File: src/rtl/ecp_io_pkg.sv
// Shared types and constants for the ECP8e output-port UART.
package ecp_io_pkg;

    typedef enum logic [1:0] {
        IDLE  = 2'd0,
        START = 2'd1,
        DATA  = 2'd2,
        STOP  = 2'd3
    } tx_state_t;

    localparam int unsigned UART_DATA_BITS  = 8;
    localparam logic        UART_IDLE_LEVEL = 1'b1;

endpackage

File: src/rtl/ecp_sync_fifo.sv
// Synchronous FIFO with a fall-through head; a push on a full FIFO is
// accepted only when a pop frees a slot on the same edge.
module ecp_sync_fifo #(
    parameter int unsigned WIDTH = 8,
    parameter int unsigned DEPTH = 4
) (
    input  logic                   clk,
    input  logic                   rst,
    input  logic                   push,
    input  logic                   pop,
    input  logic [WIDTH-1:0]       din,
    output logic [WIDTH-1:0]       dout,
    output logic [$clog2(DEPTH):0] count,
    output logic                   full,
    output logic                   empty
);

    localparam int unsigned AW = $clog2(DEPTH);
    localparam int unsigned CW = AW + 1;

    logic [WIDTH-1:0] mem [DEPTH];
    logic [AW-1:0]    wr_ptr;
    logic [AW-1:0]    rd_ptr;
    logic             pop_ok;
    logic             push_ok;

    assign full    = (count == CW'(DEPTH));
    assign empty   = (count == '0);
    assign pop_ok  = pop && !empty;
    assign push_ok = push && (!full || pop_ok);
    assign dout    = mem[rd_ptr];

    // Pointer and occupancy bookkeeping.
    always_ff @(posedge clk or posedge rst) begin
        if (rst) begin
            wr_ptr <= '0;
            rd_ptr <= '0;
            count  <= '0;
        end else begin
            if (push_ok) wr_ptr <= wr_ptr + AW'(1);
            if (pop_ok)  rd_ptr <= rd_ptr + AW'(1);
            if (push_ok && !pop_ok)      count <= count + CW'(1);
            else if (pop_ok && !push_ok) count <= count - CW'(1);
        end
    end

    // Storage array; contents are don't-care after reset.
    always_ff @(posedge clk) begin
        if (push_ok) mem[wr_ptr] <= din;
    end

endmodule

File: src/rtl/ecp_out_uart.sv
// Buffered 8N1 UART transmitter fed by the core's non-stallable output strobe.
module ecp_out_uart
    import ecp_io_pkg::*;
#(
    parameter int unsigned DEPTH        = 4,
    parameter int unsigned CLKS_PER_BIT = 16
) (
    input  logic                   clk,
    input  logic                   rst,
    input  logic                   wr_en,
    input  logic [7:0]             wr_data,
    input  logic                   ovf_clr,
    output logic                   tx,
    output logic                   busy,
    output logic [$clog2(DEPTH):0] fifo_count,
    output logic                   overflow
);

    localparam int unsigned BW = $clog2(CLKS_PER_BIT);
    localparam int unsigned IW = $clog2(UART_DATA_BITS);

    tx_state_t                 state;
    tx_state_t                 state_nxt;
    logic [BW-1:0]             baud_cnt;
    logic [BW-1:0]             baud_nxt;
    logic [IW-1:0]             bit_idx;
    logic [IW-1:0]             bit_nxt;
    logic [UART_DATA_BITS-1:0] shift;
    logic [UART_DATA_BITS-1:0] shift_nxt;
    logic                      tx_nxt;
    logic                      pop_c;
    logic                      drop_c;
    logic                      baud_done_c;
    logic                      last_bit_c;
    logic [7:0]                fifo_dout;
    logic                      fifo_full;
    logic                      fifo_empty;

    ecp_sync_fifo #(
        .WIDTH (8),
        .DEPTH (DEPTH)
    ) u_fifo (
        .clk   (clk),
        .rst   (rst),
        .push  (wr_en),
        .pop   (pop_c),
        .din   (wr_data),
        .dout  (fifo_dout),
        .count (fifo_count),
        .full  (fifo_full),
        .empty (fifo_empty)
    );

    assign baud_done_c = (baud_cnt == BW'(CLKS_PER_BIT - 1));
    assign last_bit_c  = (bit_idx == IW'(UART_DATA_BITS - 1));
    assign drop_c      = wr_en && fifo_full && !pop_c;
    assign busy        = (state != IDLE) || (fifo_count != '0);

    // FSM state register.
    always_ff @(posedge clk or posedge rst) begin
        if (rst) state <= IDLE;
        else     state <= state_nxt;
    end

    // Next-state logic: advance on bit boundaries.
    always_comb begin
        state_nxt = state;
        case (state)
            IDLE:    if (!fifo_empty)                state_nxt = START;
            START:   if (baud_done_c)                state_nxt = DATA;
            DATA:    if (baud_done_c && last_bit_c)  state_nxt = STOP;
            STOP:    if (baud_done_c)                state_nxt = IDLE;
            default:                                 state_nxt = IDLE;
        endcase
    end

    // Output/datapath next values: pop, line level, counters, shifter.
    always_comb begin
        pop_c     = 1'b0;
        tx_nxt    = tx;
        baud_nxt  = baud_done_c ? '0 : baud_cnt + BW'(1);
        bit_nxt   = bit_idx;
        shift_nxt = shift;
        case (state)
            IDLE: begin
                tx_nxt   = UART_IDLE_LEVEL;
                baud_nxt = '0;
                if (!fifo_empty) begin
                    pop_c     = 1'b1;
                    shift_nxt = fifo_dout;
                    bit_nxt   = '0;
                    tx_nxt    = 1'b0;
                end
            end
            START: begin
                tx_nxt = 1'b0;
                if (baud_done_c) begin
                    tx_nxt  = shift[0];
                    bit_nxt = '0;
                end
            end
            DATA: begin
                if (baud_done_c) begin
                    if (last_bit_c) begin
                        tx_nxt = UART_IDLE_LEVEL;
                    end else begin
                        shift_nxt = shift >> 1;
                        tx_nxt    = shift[1];
                        bit_nxt   = bit_idx + IW'(1);
                    end
                end
            end
            STOP: begin
                tx_nxt = UART_IDLE_LEVEL;
            end
            default: begin
                tx_nxt   = UART_IDLE_LEVEL;
                baud_nxt = '0;
            end
        endcase
    end

    // Datapath registers and sticky overflow (set beats clear).
    always_ff @(posedge clk or posedge rst) begin
        if (rst) begin
            tx       <= UART_IDLE_LEVEL;
            baud_cnt <= '0;
            bit_idx  <= '0;
            shift    <= '0;
            overflow <= 1'b0;
        end else begin
            tx       <= tx_nxt;
            baud_cnt <= baud_nxt;
            bit_idx  <= bit_nxt;
            shift    <= shift_nxt;
            if (drop_c)       overflow <= 1'b1;
            else if (ovf_clr) overflow <= 1'b0;
        end
    end

endmodule

File: config.mk
export PLATFORM = sky130hd
export DESIGN_NAME = ecp_out_uart
export DESIGN_NICKNAME = d
export VERILOG_FILES = /design/src/rtl/ecp_io_pkg.sv /design/src/rtl/ecp_sync_fifo.sv /design/src/rtl/ecp_out_uart.sv
export SDC_FILE = /design/constraint.sdc
export NUM_CORES = 1
export LEC_CHECK = 0
export ABC_CLOCK_PERIOD_IN_PS = 3160
export BUFFER_PORTS_ARGS = -buffer_cell sky130_fd_sc_hd__buf_2
export CAP_MARGIN = 40
export CORE_MARGIN = 3
export CORE_UTILIZATION = 52
export CTS_BUF_LIST = sky130_fd_sc_hd__clkbuf_2
export DETAILED_ROUTE_END_ITERATION = 12
export GPL_TIMING_DRIVEN = 0
export MAX_ROUTING_LAYER = met4
export PLACE_DENSITY_LB_ADDON = 0.08
export SLEW_MARGIN = 20
export SYNTH_ARGS = -nofsm -noshare
export SYNTH_HDL_FRONTEND = slang
export SYNTH_SLANG_ARGS = --single-unit
File: constraint.sdc
create_clock -name clk -period 3.16 [get_ports clk]
set_input_delay 0.158 -clock clk [delete_from_list [all_inputs] [get_ports clk]]
set_output_delay 0.158 -clock clk [all_outputs]
set_load 0.02 [all_outputs]
After elaboration in Yosys (flattened, before gate mapping)
Memory sizes are Yosys's and may differ from the RTL's.
Cells that the tools add are included.
- reduce and logical (&&, ||, !) cells: 25
- add/sub/neg operators: 6
- equal/unequal tests: 12
- muxes and demuxes: 29
- operator list (cell ; number):
    2-to-1 mux 8 bit ; 3
    2-to-1 mux 3 bit ; 6
    case mux 8 bit (2 select lines) ; 1
    != test 2 bit, second input constant ; 6
    2-to-1 mux 1 bit ; 10
    case mux 3 bit (3 select lines) ; 1
    2-to-1 mux 2 bit ; 4
    2-to-1 mux 4 bit ; 2
    case mux 2 bit (4 select lines) ; 1
    AND reduction 4 bit ; 2
    nonzero test 2 bit ; 4
    logical AND 1 bit ; 7
    adder 3 x 1 -> 3 bit, second input constant ; 2
    equality test 3 bit, second input constant ; 2
    nonzero test 3 bit ; 2
    zero test 1 bit ; 5
    AND reduction 5 bit ; 1
    adder 2 x 1 -> 2 bit, second input constant ; 2
    adder 4 x 1 -> 4 bit, second input constant ; 1
    equality test 2 bit, second input constant ; 2
    equality test 4 bit, second input constant ; 1
    case mux 1 bit (4 select lines) ; 1
    zero test 3 bit ; 1
    subtractor 3 x 1 -> 3 bit, second input constant ; 1
    other kinds (3) ; 4
- word-level logic and storage cells: 82
- memories kept: 1
- flip-flop bits (word level): 26
- bits in writable memories: 32
- memory list (name ; words ; width ; rd ports ; clocked after memory_dff ; write ports ; line ; text):
    u_fifo.mem ; 4 ; 8 ; 1 ; 0 ; 1 ; ecp_sync_fifo.sv:21 ; logic [WIDTH-1:0] mem [DEPTH];

Longest topological paths before layout
Gate-level depths: netlist of run 1.
- word-level depth: 10
- gate-level depth with buffers: 12

Hierarchy
A second synthesis of run 1 with hierarchy kept.
- cells, all modules: 185
- area, all modules: 2780.2 um2
- modules (own cells, without submodules) (module ; instances ; cells an instance ; area an instance (um2)):
    ecp_sync_fifo ; 1 ; 78 ; 1595.3
    ecp_out_uart ; 1 ; 107 ; 1184.9

Worst setup path before layout of run 1
No wires, ideal clock.
- kind: reg-to-reg
- start: register state[0]
- end: register u_fifo.count[1]
- arrival: 2317 ps
- required time: 3035 ps
- stages on the path, launching flop included: 11
- buffers on the path: 2
- setup slack: 719 ps
- cell sequence: dfrtp_1 -> inv_1 -> ha_1 -> buf_2 -> nor4b_1 -> and2b_1 -> buf_2 -> ha_1 -> inv_1 -> fa_1 -> mux2_2
- longest elaborated chain between the ends: 8
- elaborated cells between the ends (all ways): 11
- those cells by class: mux: 2; reduce/logical: 9
- RTL lines (item ; line ; text):
    start, declared ; ecp_out_uart.sv:22 ; tx_state_t state;
    start signal, assigned ; ecp_out_uart.sv:62 ; else state <= state_nxt;
    zero test 2 bit (*) ; ecp_out_uart.sv:84 ; case (state)
    2-to-1 mux 1 bit (*) ; ecp_out_uart.sv:84 ;
    logical AND 1 bit (*) ; ecp_sync_fifo.sv:29 ; assign pop_ok = pop && !empty;
    logical OR 1 bit ; ecp_sync_fifo.sv:30 ; assign push_ok = push && (!full || pop_ok);
    logical AND 1 bit ; ecp_sync_fifo.sv:30 ;
    zero test 1 bit ; ecp_sync_fifo.sv:43 ; else if (pop_ok && !push_ok) count <= count - CW'(1);
    logical AND 1 bit ; ecp_sync_fifo.sv:43 ;
    nonzero test 2 bit (no source line) ; - ;
    end signal, assigned ; ecp_sync_fifo.sv:42 ; if (push_ok && !pop_ok) count <= count + CW'(1);
    end signal, assigned ; ecp_sync_fifo.sv:43 ;
    end, declared ; ecp_sync_fifo.sv:13 ; output logic [$clog2(DEPTH):0] count,
Every way passes the cells marked *; elsewhere a longest branch is shown, timed or not.
A chain may end at the register's enable or synchronous reset.

Final worst setup path of run 1
Ends and elaborated chain as after synthesis.

==> summary.md, run 1 <==
| Metric | Value |
|---|---|
| Status | `finished clean` |
| CTS H-tree lvls | `3` |
| Register bit total from synthesis | `58` |
| Placed cell area | `0.002879 mm2` |
| Combinational group share of total power | `41.8%` |
| Maximum fanout along the worst path | `10` |
| Share of synthesized registers carrying an async set or reset | `44.83%` |
| Wirelength per Cell | `16.04 um` |
| First-pass GRT wire length | `7810 um` |
| GR Overflow Total | `0` |
| VDD IR-drop max | `0.5789 mV` |
| Pleak | `0.001261 uW` |
| Largest net degree at the start of global routing | `20` |
| Worst slew margin relative to its limit | `61.72%` |
| Post-route cell area | `0.003115 mm2` |
| Final hold violations | `0` |
| Clk_skew | `0.02841 ns` |
| Total Power | `2935 uW` |
| EDFF count, synth | `32` |
| Die width | `77.99 um` |
| Row count | `25` |
| Max-slew violation count | `0` |
| Initial Utilization | `55.23%` |
| Io pins | `18` |
| First DRT Iteration DRCs | `63` |
| Final setup fails | `0` |
| Ys flop type | `edfxtp_1` |
| Max-cap viol count | `0` |
| DP HPWL | `3153 um` |
| PortBufs | `17` |
| Post-route ant nets | `0` |
| Max Clk Rate | `370.7 MHz` |
| CTS Root Cell | `clkbuf_2` |
| Routed WL | `4572 um` |
| Mapped Nets | `199` |
| Crit path DAT | `3.03 ns` |
| Critical Path Source Type | `flip-flop` |
| CTS-repair resized insts | `0` |
| Clock tree buffer depth | `2` |
| Placer's final routability congestion estimate | `0.7458` |
| Critical path capture point type | `flip-flop` |
| Clk pwr share | `17.5%` |
| Tcrit/Tclk final | `85.36%` |
| Vias in the first global route | `1,646` |
| RSZ-0062 raised after global routing | `no` |
| Sequential-to-total area share from yosys stat | `59.84%` |
| TritonCTS Buffers | `9` |
| Worst setup path class | `reg -> reg` |
| Actual slew at the worst max-slew pin | `0.5741 ns` |
| Clk_lat worst skew | `0.46 ns` |
| Final core utilization | `63.85%` |
| Power Density | `942.1 mW/mm2` |
| Fraction of layout cells with a size suffix above 1 | `30.28%` |
| Reg clk slew, reported paths | `0.14 ns` |
| Netlist cell types | `40` |
| Synth Area per Inst | `15.58 um2` |
| Fin crit period | `2.697 ns` |
| Int Pwr | `1939 uW` |
| Hold WC Path Type | `in -> reg` |
| Switching share of total power | `33.92%` |
| Chip height | `77.99 um` |
| TritonCTS clock tree | `done` |
| Vias per inst | `5.575` |
| Warnings from Yosys | `0` |
| Layout Area Growth over Synthesis | `15.60%` |
| Crit path required time | `3.49 ns` |
| Core area | `0.004880 mm2` |
| Psw | `995.7 uW` |
| Reg power frac | `40.7%` |
| Detailed-route via count | `1,589` |
| First-pass iteration count of the detailed router | `5` |
| Initial antenna violation count | `0` |
| Synth Instances | `173` |
| # nets final | `239` |
| Synthesized area | `0.002695 mm2` |
| DP Cell Count | `258` |
| Setup TNS | `0 ns` |
| DRC viols | `0` |
| Clock sinks | `58` |
| Finished Layout Cells | `285` |
| Die Area | `0.006082 mm2` |
| Antenna diodes | `0` |
| Total track usage | `17.74%` |
==> power groups by stage <==
| stage | sequential (uW) | clock, uW | combinational, uW |
|---|---|---|---|
| floorplan | 1210 | 0 | 939 |
| global route | 1230 | 569 | 1350 |
| global placement | 1190 | 0 | 1180 |
| CTS | 1200 | 529 | 1250 |
| detailed placement | 1210 | 0 | 1220 |
| finish | 1190 | 514 | 1230 |
==> worst max-delay path, stage by stage, from the launching register on <==
cell and delay (ns):
dfrtp_1 0.40, inv_1 0.10, ha_1 0.20, buf_2 0.18, nor4b_1 0.37, and2b_1 0.23, buf_2 0.15, ha_1 0.22
inv_1 0.07, fa_1 0.40, mux2_2 0.27
==> cells by family after synthesis <==
group | Yosys count | share of synthesized area [%]
adder cells (fa/ha/maj) | 14 | 6.778
AND/OR/NAND/NOR | 29 | 7.939
buffers and inverters | 20 | 3.760
AO/OA/AOI/OAI | 19 | 5.107
XOR/XNOR | 7 | 2.275
flip-flops | 58 | 59.84
multiplexers | 26 | 14.30
==> stage by stage <==
stage / hold slack (ns) / worst slack [ns]
after floorplan: 0.1973 / 0.7186
after global placement: 0.3552 / 0.5282
after detailed placement: 0.1276 / 0.4480
after CTS: 0.1528 / 0.4284
after global routing: 0.1540 / 0.2994
final: 0.1772 / 0.4626
==> worst paths after layout <==
path,from,endpoint,slack [ns],cells past startpoint
setup reg to reg,state[0],u_fifo.count[1],0.46,10
setup / recovery,state[0],u_fifo.count[1],0.46,10
hold reg to reg,baud_cnt[0],baud_cnt[0],0.50,1
max in group asynchronous,rst,tx,2.47,4
min in group asynchronous,rst,u_fifo.wr_ptr[1],0.19,3
hold / removal,wr_en,u_fifo.wr_ptr[0],0.18,4
==> sequential cells by signal, indices dropped and copies added (netlist names) <==
register / count
baud_cnt: 4
u_fifo.wr_ptr: 2
u_fifo.mem: 32
tx: 1
overflow: 1
state: 2
shift: 8
u_fifo.count: 3
bit_idx: 3
u_fifo.rd_ptr: 2
==> cell usage in the layout (no fill, tap or decap), types with 4 or more instances in the layout <==
cell type      netlist  final
and2_1               4      4
buf_2                3     20
clkbuf_2             0     11
dfrtp_1             25     25
dlygate4sd3_1        0     11
edfxtp_1            32     32
ha_1                13     13
inv_1               13     13
mux2_2              16     16
mux4_2               7      7
nand3_1              6      6
nor2_1               4      4
o21ai_0              6      6
xnor2_1              5      5
==> routing by layer <==
metal  part of all wire, %  global-route usage, %
met4                   1.4                  9.266
met2                    50                  27.14
met1                    46                  22.34
met5                     0                      -
met3                   2.8                  3.828
==> cells in the mapped netlist, types with 2 or more instances <==
| cell type | instances | area share [%] |
|---|---|---|
| buf_2 | 3 | 0.56 |
| buf_6 | 3 | 1.3 |
| inv_1 | 13 | 1.8 |
| nand4b_1 | 3 | 0.98 |
| o21ai_0 | 6 | 1.1 |
| edfxtp_1 | 32 | 36 |
| or3_1 | 2 | 0.46 |
| nand2_1 | 2 | 0.28 |
| mux2_2 | 16 | 6.7 |
| ha_1 | 13 | 6.0 |
| a21oi_1 | 3 | 0.56 |
| and2_1 | 4 | 0.93 |
| xnor2_1 | 5 | 1.6 |
| a211oi_1 | 2 | 0.56 |
| dfrtp_1 | 25 | 23 |
| o2111ai_1 | 2 | 0.65 |
| nor2_1 | 4 | 0.56 |
| xor2_1 | 2 | 0.65 |
| mux4_2 | 7 | 5.8 |
| nand3_1 | 6 | 1.1 |
==> timing repair <==
| item | 4_1_cts | 5_1_grt |
|---|---|---|
| endpoints found under the hold margin | 58 | 0 |
| buffers inserted | 0 | 0 |
| hold buffers | 11 | 0 |
==> final cells by class <==
class / count / area, um2
Inverter: 13 / 48.80
Clock inverter: 5 / 71.32
Buffer: 7 / 52.55
Sequential cell: 58 / 1613
Tap cell: 67 / 83.83
Clock buffer: 11 / 55.05
Multi-Input combinational cell: 95 / 980.9
Timing Repair Buffer: 29 / 210.2
Fill cell: 395 / 1764
(Power assumes the default switching activity.)
==> inputs of run 2 (changes only) <==
--- a/config.mk
+++ b/config.mk
@@ -5,6 +5,7 @@
 export SDC_FILE = /design/constraint.sdc
 export NUM_CORES = 1
 export LEC_CHECK = 0
+export ABC_AREA = 1
 export ABC_CLOCK_PERIOD_IN_PS = 3160
 export BUFFER_PORTS_ARGS = -buffer_cell sky130_fd_sc_hd__buf_2
 export CAP_MARGIN = 40
==> run 2 against run 1 <==
  * Hold slack lost 0.063 ns
  * Register-to-register slack improved by 0.12 ns
  * Via count increased by 18%
  * Clock power grew 18%
  * Flip-flop and latch count unchanged
  * Sequential power decreased by 18%
  * First-iteration DRC count grew 43%
  * Area after synthesis is 2.0% higher
  * Synthesized cell count is 61% higher
  * Highest routed layer unchanged
==> summary.md, run 2 <==
| Metric | Value |
|---|---|
| Share of synthesized registers carrying an async set or reset | `44.83% (unchanged)` |
| Reg clk slew, reported paths | `0.16 ns (was 0.14 ns)` |
| Layout Area Growth over Synthesis | `16.25% (was 15.60%)` |
| Int Pwr | `1378 uW (was 1939 uW)` |
| Postcts setup bufs | `0 (unchanged)` |
| Core area | `0.004911 mm2 (was 0.004880 mm2)` |
| TritonCTS Buffers | `9 (unchanged)` |
| Critical path capture point type | `flip-flop (unchanged)` |
| Setup ws final | `0.5826 ns (was 0.4626 ns)` |
| Fraction of layout cells with a size suffix above 1 | `16.98% (was 30.28%)` |
| RSZ-0062 raised after global routing | `no (unchanged)` |
| VDD IR-drop max | `0.5036 mV (was 0.5789 mV)` |
| Antenna diodes | `0 (unchanged)` |
| Synth top area cells | `edfxtp_1 35%, dfrtp_1 23%, nand2_1 7.9%, nor2_1 6.6%, ha_1 5.9% (was edfxtp_1 36%, dfrtp_1 23%, mux2_2 6.7%, ha_1 6.0%, mux4_2 5.8%)` |
| Largest net degree at the start of global routing | `15 (was 20)` |
| GR Overflow Total | `0 (unchanged)` |
| Met1 wire length | `2288 um (was 2086 um)` |
| Chip height | `78.71 um (was 77.99 um)` |
| Clock tree buffer depth | `2 (unchanged)` |
| Row count | `25 (unchanged)` |
| Critical Path Source Type | `flip-flop (unchanged)` |
| Max Clk Rate | `388.0 MHz (was 370.7 MHz)` |
| TritonCTS clock tree | `done (unchanged)` |
| Met2 wire length | `2470 um (was 2293 um)` |
| Synth Area per Inst | `9.853 um2 (was 15.58 um2)` |
| Worst slew margin relative to its limit | `50.53% (was 61.72%)` |
| Maximum fanout along the worst path | `8 (was 10)` |
| EDFF count, synth | `32 (unchanged)` |
| Netlist cell types | `28 (was 40)` |
| Pleak | `0.001465 uW (was 0.001261 uW)` |
| Mapped Nets | `305 (was 199)` |
| Cell with the most instances after synthesis | `nand2_1 (was edfxtp_1)` |
| Reg with most FFs | `u_fifo.mem (unchanged)` |
| Final setup fails | `0 (unchanged)` |
| Final hold violations | `0 (unchanged)` |
| Hold WC Path Type | `in -> reg (unchanged)` |
| Post-route ant nets | `0 (unchanged)` |
| DR WL met3 | `186 um (was 127 um)` |
| Register bit total from synthesis | `58 (unchanged)` |
| Sequential-to-total area share from yosys stat | `58.67% (was 59.84%)` |
| First-pass iteration count of the detailed router | `4 (was 5)` |
| Clk_skew | `0.01581 ns (was 0.02841 ns)` |
| Ys flop type | `edfxtp_1 (unchanged)` |
| Total track usage | `19.77% (was 17.74%)` |
| DP HPWL | `3397 um (was 3153 um)` |
| Initial Utilization | `55.97% (was 55.23%)` |
| Clk pwr share | `31.8% (was 17.5%)` |
| Power Density | `595.9 mW/mm2 (was 942.1 mW/mm2)` |
| # nets final | `345 (was 239)` |
| Vias in the first global route | `1,851 (was 1,646)` |
| Psw | `526.6 uW (was 995.7 uW)` |
| Tcrit/Tclk final | `81.56% (was 85.36%)` |
| CTS H-tree lvls | `3 (unchanged)` |
| First DRT Iteration DRCs | `90 (was 63)` |
| PortBufs | `17 (unchanged)` |
| Wirelength per Cell | `12.85 um (was 16.04 um)` |
| Reg power frac | `51.5% (was 40.7%)` |
| Synth top area share | `34.96% (was 35.65%)` |
| Actual slew at the worst max-slew pin | `0.7392 ns (was 0.5741 ns)` |
| Switching share of total power | `27.65% (was 33.92%)` |
| Worst setup path class | `reg -> reg (unchanged)` |
| Crit path DAT | `2.91 ns (was 3.03 ns)` |
| Max FFs per register | `32 (unchanged)` |
| DRC viols | `0 (unchanged)` |
| First-pass GRT wire length | `8901 um (was 7810 um)` |
| Warnings from Yosys | `0 (unchanged)` |
| Fin crit period | `2.577 ns (was 2.697 ns)` |
| Routed WL | `5024 um (was 4572 um)` |
| CTS Root Cell | `clkbuf_2 (unchanged)` |
| Post-route cell area | `0.003196 mm2 (was 0.003115 mm2)` |
| Clk_lat worst skew | `0.45 ns (was 0.46 ns)` |
| Worst reg2reg path depth | `13 (was 10)` |
| Synth cell count leaders | `58 x nand2_1, 48 x nor2_1, 32 x edfxtp_1, 32 x inv_1, 25 x dfrtp_1 (was 32 x edfxtp_1, 25 x dfrtp_1, 16 x mux2_2)` |
| Largest registers | `u_fifo.mem x32, shift x8, baud_cnt x4 (unchanged)` |
| Vias per inst | `4.801 (was 5.575)` |
| Pre-CTS WS | `0.6320 ns (was 0.4480 ns)` |
| Most frequent cells in the layout | `58 x nand2_1, 48 x nor2_1, 32 x inv_1, 32 x edfxtp_1, 25 x dfrtp_1 (was 32 x edfxtp_1, 25 x dfrtp_1, 20 x buf_2, 16 x mux2_2)` |
| Max-slew violation count | `0 (unchanged)` |
| Die width | `78.71 um (was 77.99 um)` |
| Crit path required time | `3.49 ns (about the same)` |
| Commonest non-fill, non-tap cell in the layout | `nand2_1 (was edfxtp_1)` |
| Setup TNS | `0 ns (unchanged)` |
| Status | `finished clean (unchanged)` |
| DR top layer | `met4 (unchanged)` |
| Synth Instances | `279 (was 173)` |
| DP Cell Count | `364 (was 258)` |
| Initial antenna violation count | `0 (unchanged)` |
| Io pins | `18 (unchanged)` |
| Combinational group share of total power | `16.7% (was 41.8%)` |
| Placer's final routability congestion estimate | `0.7411 (was 0.7458)` |
| Synthesized area | `0.002749 mm2 (was 0.002695 mm2)` |
| Finished Layout Cells | `391 (was 285)` |
| Max-cap viol count | `0 (unchanged)` |
| Placed cell area | `0.002933 mm2 (was 0.002879 mm2)` |
| Detailed-route via count | `1,877 (was 1,589)` |
| Worst hold stages | `3 (was 4)` |
| Fillers | `413 (was 395)` |
| Cell taking the most area after synthesis | `edfxtp_1 (unchanged)` |
| Clock sinks | `58 (unchanged)` |
| Final core utilization | `65.07% (was 63.85%)` |
| Die Area | `0.006194 mm2 (was 0.006082 mm2)` |
[run 2: layer usage]
metal | track usage (%) | vias to the layer above
met5 | - | -
met4 | 9.266 | 0
met3 | 4.422 | 8
met2 | 30.98 | 35
met1 | 24.58 | 858
li1 | - | 976
[run 2: worst max-delay path, stage by stage (launching register included)]
cell and delay (ns):
dfrtp_1 0.44, inv_1 0.12, ha_1 0.15, buf_2 0.20, inv_1 0.08, nand3_1 0.11
nand2_1 0.15, inv_1 0.17, ha_1 0.17, inv_1 0.07, fa_1 0.37, a21oi_1 0.14
o21ai_0 0.11, xor2_1 0.16
[run 2: stage by stage]
| stage | total power (uW) | hold slack [ns] |
|---|---|---|
| 5_1_grt | 2010 | 0.1153 |
| 3_5_place_dp | 1302 | 0.2578 |
| 3_3_place_gp | 1290 | 0.3567 |
| 4_1_cts | 1923 | 0.07479 |
| 6_report | 1904 | 0.1141 |
| 2_1_floorplan | 1199 | 0.1973 |
[run 2: final cells by class]
type | count | area (um2) | share of cell area, %
flip-flops and latches | 58 | 1613 | 50.47
multi-input cells | 179 | 950.9 | 29.76
repair buffers | 29 | 210.2 | 6.578
inverters | 34 | 130.1 | 4.072
clock inverters | 7 | 107.6 | 3.367
well taps | 67 | 83.83 | 2.623
plain buffers | 8 | 55.05 | 1.723
clock buffers | 9 | 45.04 | 1.410
[run 2: power groups by stage]
stage,Combinational (uW),Sequential [uW],Clock (uW)
finish,318,981,605
global route,364,992,654
CTS,323,982,617
detailed placement,303,999,0
global placement,294,996,0
floorplan,180,1020,0
[run 2: cells by family after synthesis]
group | count (synthesis) | synth area share [%]
AO/OA/AOI/OAI | 25 | 4.597
XOR/XNOR | 5 | 1.593
adder cells (fa/ha/maj) | 14 | 6.646
buffers and inverters | 42 | 6.737
flip-flops | 58 | 58.67
multiplexers | 1 | 0.4096
AND/OR/NAND/NOR | 134 | 21.35
[run 2: final timing paths]
path	from	endpoint	slack (ns)
min in group asynchronous	rst	baud_cnt[2]	0.30
worst min register to register	baud_cnt[0]	baud_cnt[0]	0.49
worst min-delay path	wr_en	u_fifo.wr_ptr[0]	0.11
max in group asynchronous	rst	shift[4]	2.37
worst max register to register	state[0]	u_fifo.count[2]	0.58
worst max-delay path	state[0]	u_fifo.count[2]	0.58
[run 2: timing repair]
item,4_1_cts,5_1_grt
hold endpoints to repair,45,0
resized for setup,0,0
hold buffers,11,0
